===== config.mk =====
export PLATFORM = sky130hd
export DESIGN_NAME = sample_reader
export DESIGN_NICKNAME = d
export VERILOG_FILES = /design/src/rtl/sampler_pkg.sv /design/src/rtl/rd_addr_counter.sv /design/src/rtl/sample_reader.sv
export SDC_FILE = /design/constraint.sdc
export NUM_CORES = 1
export LEC_CHECK = 0
export ABC_AREA = 0
export CAP_MARGIN = 20
export CORE_ASPECT_RATIO = 1.4
export CORE_MARGIN = 2
export CORE_UTILIZATION = 38
export CTS_CLUSTER_SIZE = 16
export DETAILED_ROUTE_END_ITERATION = 10
export GPL_ROUTABILITY_DRIVEN = 0
export PLACE_DENSITY_LB_ADDON = 0.15
export SYNTH_ARGS = -nofsm -noshare
export SYNTH_HDL_FRONTEND = slang
export SYNTH_HIERARCHICAL = 1
export SYNTH_SLANG_ARGS = --single-unit

===== constraint.sdc =====
create_clock -name clk -period 6.9 [get_ports clk]
set_clock_uncertainty 0.1 [all_clocks]
set_input_delay 2.07 -clock clk [delete_from_list [all_inputs] [get_ports clk]]
set_output_delay 2.07 -clock clk [all_outputs]
set_load 0.01 [all_outputs]

===== src/rtl/sampler_pkg.sv =====
// sampler_pkg: shared FSM state type and default widths for the sample reader.
package sampler_pkg;
  localparam int DEF_CNT_BITS = 16;
  localparam int DEF_DATA_BITS = 8;
  typedef enum logic [2:0] {IDLE, FETCH, WAIT, OUT, DONE} state_t;
endpackage


===== src/rtl/rd_addr_counter.sv =====
// rd_addr_counter: read address and remaining-sample tracker with modular wrap.
module rd_addr_counter #(
  parameter int W = 16
) (
  input  logic         clk,
  input  logic         reset_n,
  input  logic         load,
  input  logic         step,
  input  logic [W-1:0] load_addr,
  input  logic [W-1:0] load_count,
  output logic [W-1:0] addr,
  output logic         last
);
  logic [W-1:0] remaining;
  always_ff @(posedge clk) begin
    if (!reset_n) begin
      addr <= '0;
      remaining <= '0;
    end else if (load) begin
      addr <= load_addr;
      remaining <= load_count;
    end else if (step) begin
      addr <= addr + W'(1);
      remaining <= remaining - W'(1);
    end
  end
  assign last = remaining == W'(1);
endmodule


===== src/rtl/sample_reader.sv =====
// sample_reader: reads a window of samples around a trigger from a buffer
// and streams them to the host with a valid/ready handshake.
module sample_reader
  import sampler_pkg::*;
#(
  parameter int CNT_BITS = DEF_CNT_BITS,
  parameter int DATA_BITS = DEF_DATA_BITS
) (
  input  logic                 clk,
  input  logic                 reset_n,
  input  logic                 start,
  input  logic                 abort,
  input  logic [CNT_BITS-1:0]  trig_addr,
  input  logic [CNT_BITS-1:0]  pre_count,
  input  logic [CNT_BITS-1:0]  read_count,
  output logic                 mem_rd_en,
  output logic [CNT_BITS-1:0]  mem_addr,
  input  logic [DATA_BITS-1:0] mem_rd_data,
  output logic [DATA_BITS-1:0] out_data,
  output logic                 out_valid,
  input  logic                 out_ready,
  output logic                 busy,
  output logic                 done
);
  state_t state, next_state;
  logic load, step, last;
  assign load = state == IDLE && start && !abort;
  assign step = state == OUT && out_ready && !abort;
  rd_addr_counter #(.W(CNT_BITS)) u_cnt (
    .clk       (clk),
    .reset_n   (reset_n),
    .load      (load),
    .step      (step),
    .load_addr (trig_addr - pre_count),
    .load_count(read_count),
    .addr      (mem_addr),
    .last      (last)
  );
  always_ff @(posedge clk) begin
    if (!reset_n) state <= IDLE;
    else state <= next_state;
  end
  always_comb begin
    next_state = state;
    if (state == IDLE) next_state = load ? (read_count == '0 ? DONE : FETCH) : IDLE;
    else if (abort) next_state = IDLE;
    else if (state == FETCH) next_state = WAIT;
    else if (state == WAIT) next_state = OUT;
    else if (state == OUT) next_state = out_ready ? (last ? DONE : FETCH) : OUT;
    else next_state = IDLE;
  end
  always_comb begin
    mem_rd_en = state == FETCH;
    out_valid = state == OUT;
    done = state == DONE;
    busy = state != IDLE;
  end
  // an abort while the read is in flight drops the returning data
  always_ff @(posedge clk) begin
    if (!reset_n) out_data <= '0;
    else if (state == WAIT && !abort) out_data <= mem_rd_data;
  end
endmodule


==> impl_metrics.csv <==
group,metric,value,unit
die,core,0.00805,sq mm
worst_setup_path,max_stage_delay,0.67,ns
placed_design,portBuffers,88,
final_layout,layout_commonest_cell,"clkdlybuf4s50_1",
worst_setup_path,worst-setup-path-type,"input pin to register",
synthesis,syn_area,0.00311,sq mm
synthesis,ys_ff_latch,43,
clock_network,clock-root-buffer,"clkbuf_16",
clock_network,post-cts-setup-buffers,0,
clock_network,ctsResizeCount,0,
worst_setup_path,cp-start-kind,"input pin",
grt,grt_max_degree,44,
sta,fin_crit_sh,70.4,%
routing,drc,0,
routing,via_count,3100,
routing,routedWlPerCell,13.4,um
clock_network,cts-buffers-inserted,5,
pwr,p_per_area,166,mW/mm^2
pwr,p_leak,1.57,nW
clock_network,cts_tree,"yes",
grt,antenna_found_initial,0,
pwr,power.internal,499,uW
sta,layout_setup_ws,2.04,ns
min_path,min_path_type,"register to register",
worst_setup_path,arrival,4.97,ns
worst_setup_path,slowest_stage,"nor2_1",
pwr,seq_power_share,40.0,%
grt,overflow,0,
synthesis,ys_dominant_reg_cell,"dfxtp_1",
synthesis,ys_seq_area_share,27.7,%
pwr,switching_share,28.8,%
routing,drt_iter0_drc,96,
die,fp.dieH,111,um
clock_network,clkTransAtPathRegs,0.06,ns
worst_setup_path,endpoint_kind,"register",
clock_network,cts_max_level,2,
routing,via_per_inst,5.30,
final_layout,area_growth_syn_to_layout,35.4,%
routing,ant_nets,0,
synthesis,synth_warnings,6,
pwr,p_comb_share,27.9,%
grt,grt_pass1_vias,2881,
clock_network,clk_path_buf_depth,2,
sta,fin_hold_ws,0.365,ns
sta,finalSetupTns,0,ns
clock_network,insertion_delay,0.28,ns
pwr,pwr-share-clk,32.1,%
synthesis,synth.avg_cell_area,7.73,sq um
sta,slew_violations,0,
grt,grt_usage,17.5,%
job,max_cap_violations,0,
pwr,ir_worst_vdd,0.000125,V
synthesis,synth-edff-count,0,
final_layout,fin_nets,562,
sta,finalHoldViolations,0,
placed_design,dp_hpwl,6070,um
sta,setup_violations,0,
sta,slew_headroom,43.0,%
die,die_width,80.4,um
synthesis,synth_cells,402,
synthesis,synth_nets,482,
worst_setup_path,crit_required,7.01,ns
synthesis,async_flop_share,0,%
final_layout,final_layout_size_suffix_gt1_share,4.76,%
final_layout,n_antenna_cell,0,
outcome,outcome,"complete, no violations",
pwr,switchingPower,202,uW
worst_setup_path,worst-path-buf-inv,1,
synthesis,ys_types,52,
routing,drt-total-wl,7840,um
worst_setup_path,crit_path_max_fanout,12,
sta,fmax,0.206,GHz
routing,dr.pass1.iters,4,
placed_design,pre_cts_slack,1.77,ns
worst_setup_path,crit_path_cell_trace,"clkdlybuf4s50_1 -> nand2b_1 -> nor2_1 -> or3b_2 -> or3_4 -> or4_1 -> a31oi_1",
die,die-area,0.00893,sq mm
worst_setup_path,cp_top_family,"simple AND/OR/NAND/NOR gates",
die,start_util,38.6,%
die,row_count,39,
final_layout,layout_common_cells,"clkdlybuf4s50_1, dfxtp_1, nand2_1, o21ai_0, inv_1",
clock_network,clock_sinks,43,
sta,fin_crit,4.86,ns
grt,grt_pass1_wl,12800,um
sta,worstMarginPinSlew,0.852,ns
clock_network,ctsHoldBuffers,0,
sta,rsz0062_at_grt,"no",
die,io_pins,89,
==> worst paths after layout <==
kind          startpoint  slack [ns]                   to  cells past startpoint
max                abort        2.04  u_cnt/remaining[13]                      7
min          out_data[0]        0.37          out_data[0]                      2
max reg2reg     state[1]        3.78  u_cnt/remaining[13]                      7
min reg2reg  out_data[0]        0.37          out_data[0]                      2
==> worst register-to-register path, delay by kind of cell, from the launching register on <==
kind	cells	cell delay [ns]
DFF	1	0.39
and+or+nand+nor	6	2.40
AOI/OAI and AO/OA	1	0.16
==> final cells by class <==
class,instances,area (sq um)
Clock buffer,5,125
Clock inverter,3,15.0
Fill cell,808,3840
Inverter,31,116
Multi-Input combinational cell,310,2060
Sequential cell,43,861
Tap cell,102,128
Timing Repair Buffer,91,903
==> per-stage QoR <==
stage | area (sq um) | util (%) | instances | total power [mW]
floorplan | 3110 | - | 402 | 0.400
global placement | 4070 | 50.5 | 577 | 0.479
detailed placement | 4070 | 50.5 | 577 | 0.481
finish | 4210 | 52.3 | 585 | 0.700
CTS | 4210 | 52.3 | 585 | 0.706
global route | 4210 | 52.3 | 585 | 0.739
==> cell usage after synthesis (all sizes together) (2+ instances only) <==
master / count / area share (%)
a311oi: 2 / 0.56
nor2: 11 / 1.3
and2: 8 / 1.7
buf: 2 / 0.32
nand2: 39 / 4.7
or4: 9 / 2.3
xor2: 10 / 2.8
o211ai: 2 / 0.64
nor4: 10 / 2.0
mux2i: 2 / 0.64
a21oi: 29 / 4.7
nor2b: 3 / 0.60
or3: 8 / 1.9
inv: 31 / 3.7
xnor2: 22 / 6.2
clkbuf: 16 / 1.9
o21a: 2 / 0.48
o21ai: 38 / 6.1
nor3: 12 / 1.9
o31ai: 2 / 0.48
nand3: 9 / 1.4
o211a: 5 / 1.6
o41ai: 2 / 0.56
a31oi: 8 / 1.6
ha: 18 / 7.2
o21bai: 2 / 0.48
nand4: 8 / 1.6
a211oi: 5 / 1.2
nand2b: 7 / 1.4
dfxtp: 43 / 28
a21boi: 8 / 1.9
o22ai: 2 / 0.40
nor3b: 8 / 1.9
or2: 5 / 1.0
==> sequential cells by signal (all words and copies together), names as in the netlist <==
signal / cells
u_cnt/remaining: 16
out_data: 8
u_cnt/addr: 16
state: 3
==> power groups by stage <==
stage	Clock, mW	Combinational [mW]	Sequential [mW]
2_1_floorplan	0	0.116	0.284
3_3_place_gp	0	0.193	0.285
3_5_place_dp	0	0.195	0.285
4_1_cts	0.229	0.196	0.280
5_1_grt	0.239	0.217	0.283
6_report	0.225	0.195	0.280
==> cells by family (layout without fill, tap and decap cells) <==
group | Yosys count | after routing | share of synthesized area [%]
AO/OA/AOI/OAI | 117 | 117 | 24.0
XOR/XNOR | 32 | 32 | 9.02
adder cells (fa/ha/maj) | 19 | 19 | 7.89
buffers and inverters | 49 | 130 | 6.00
flip-flops | 43 | 43 | 27.7
multiplexers | 2 | 2 | 0.644
AND/OR/NAND/NOR | 140 | 140 | 24.8
==> metal layers <==
layer | vias up | global-route usage [%] | wire [um]
met3 | 9 | 1.71 | 253
met2 | 62 | 34.4 | 4210
met1 | 1415 | 18.9 | 3250
met5 | - | 0 | 0
met4 | 0 | 4.75 | 128
li1 | 1614 | - | -
No activity file was read; power rests on OpenSTA's default activity.
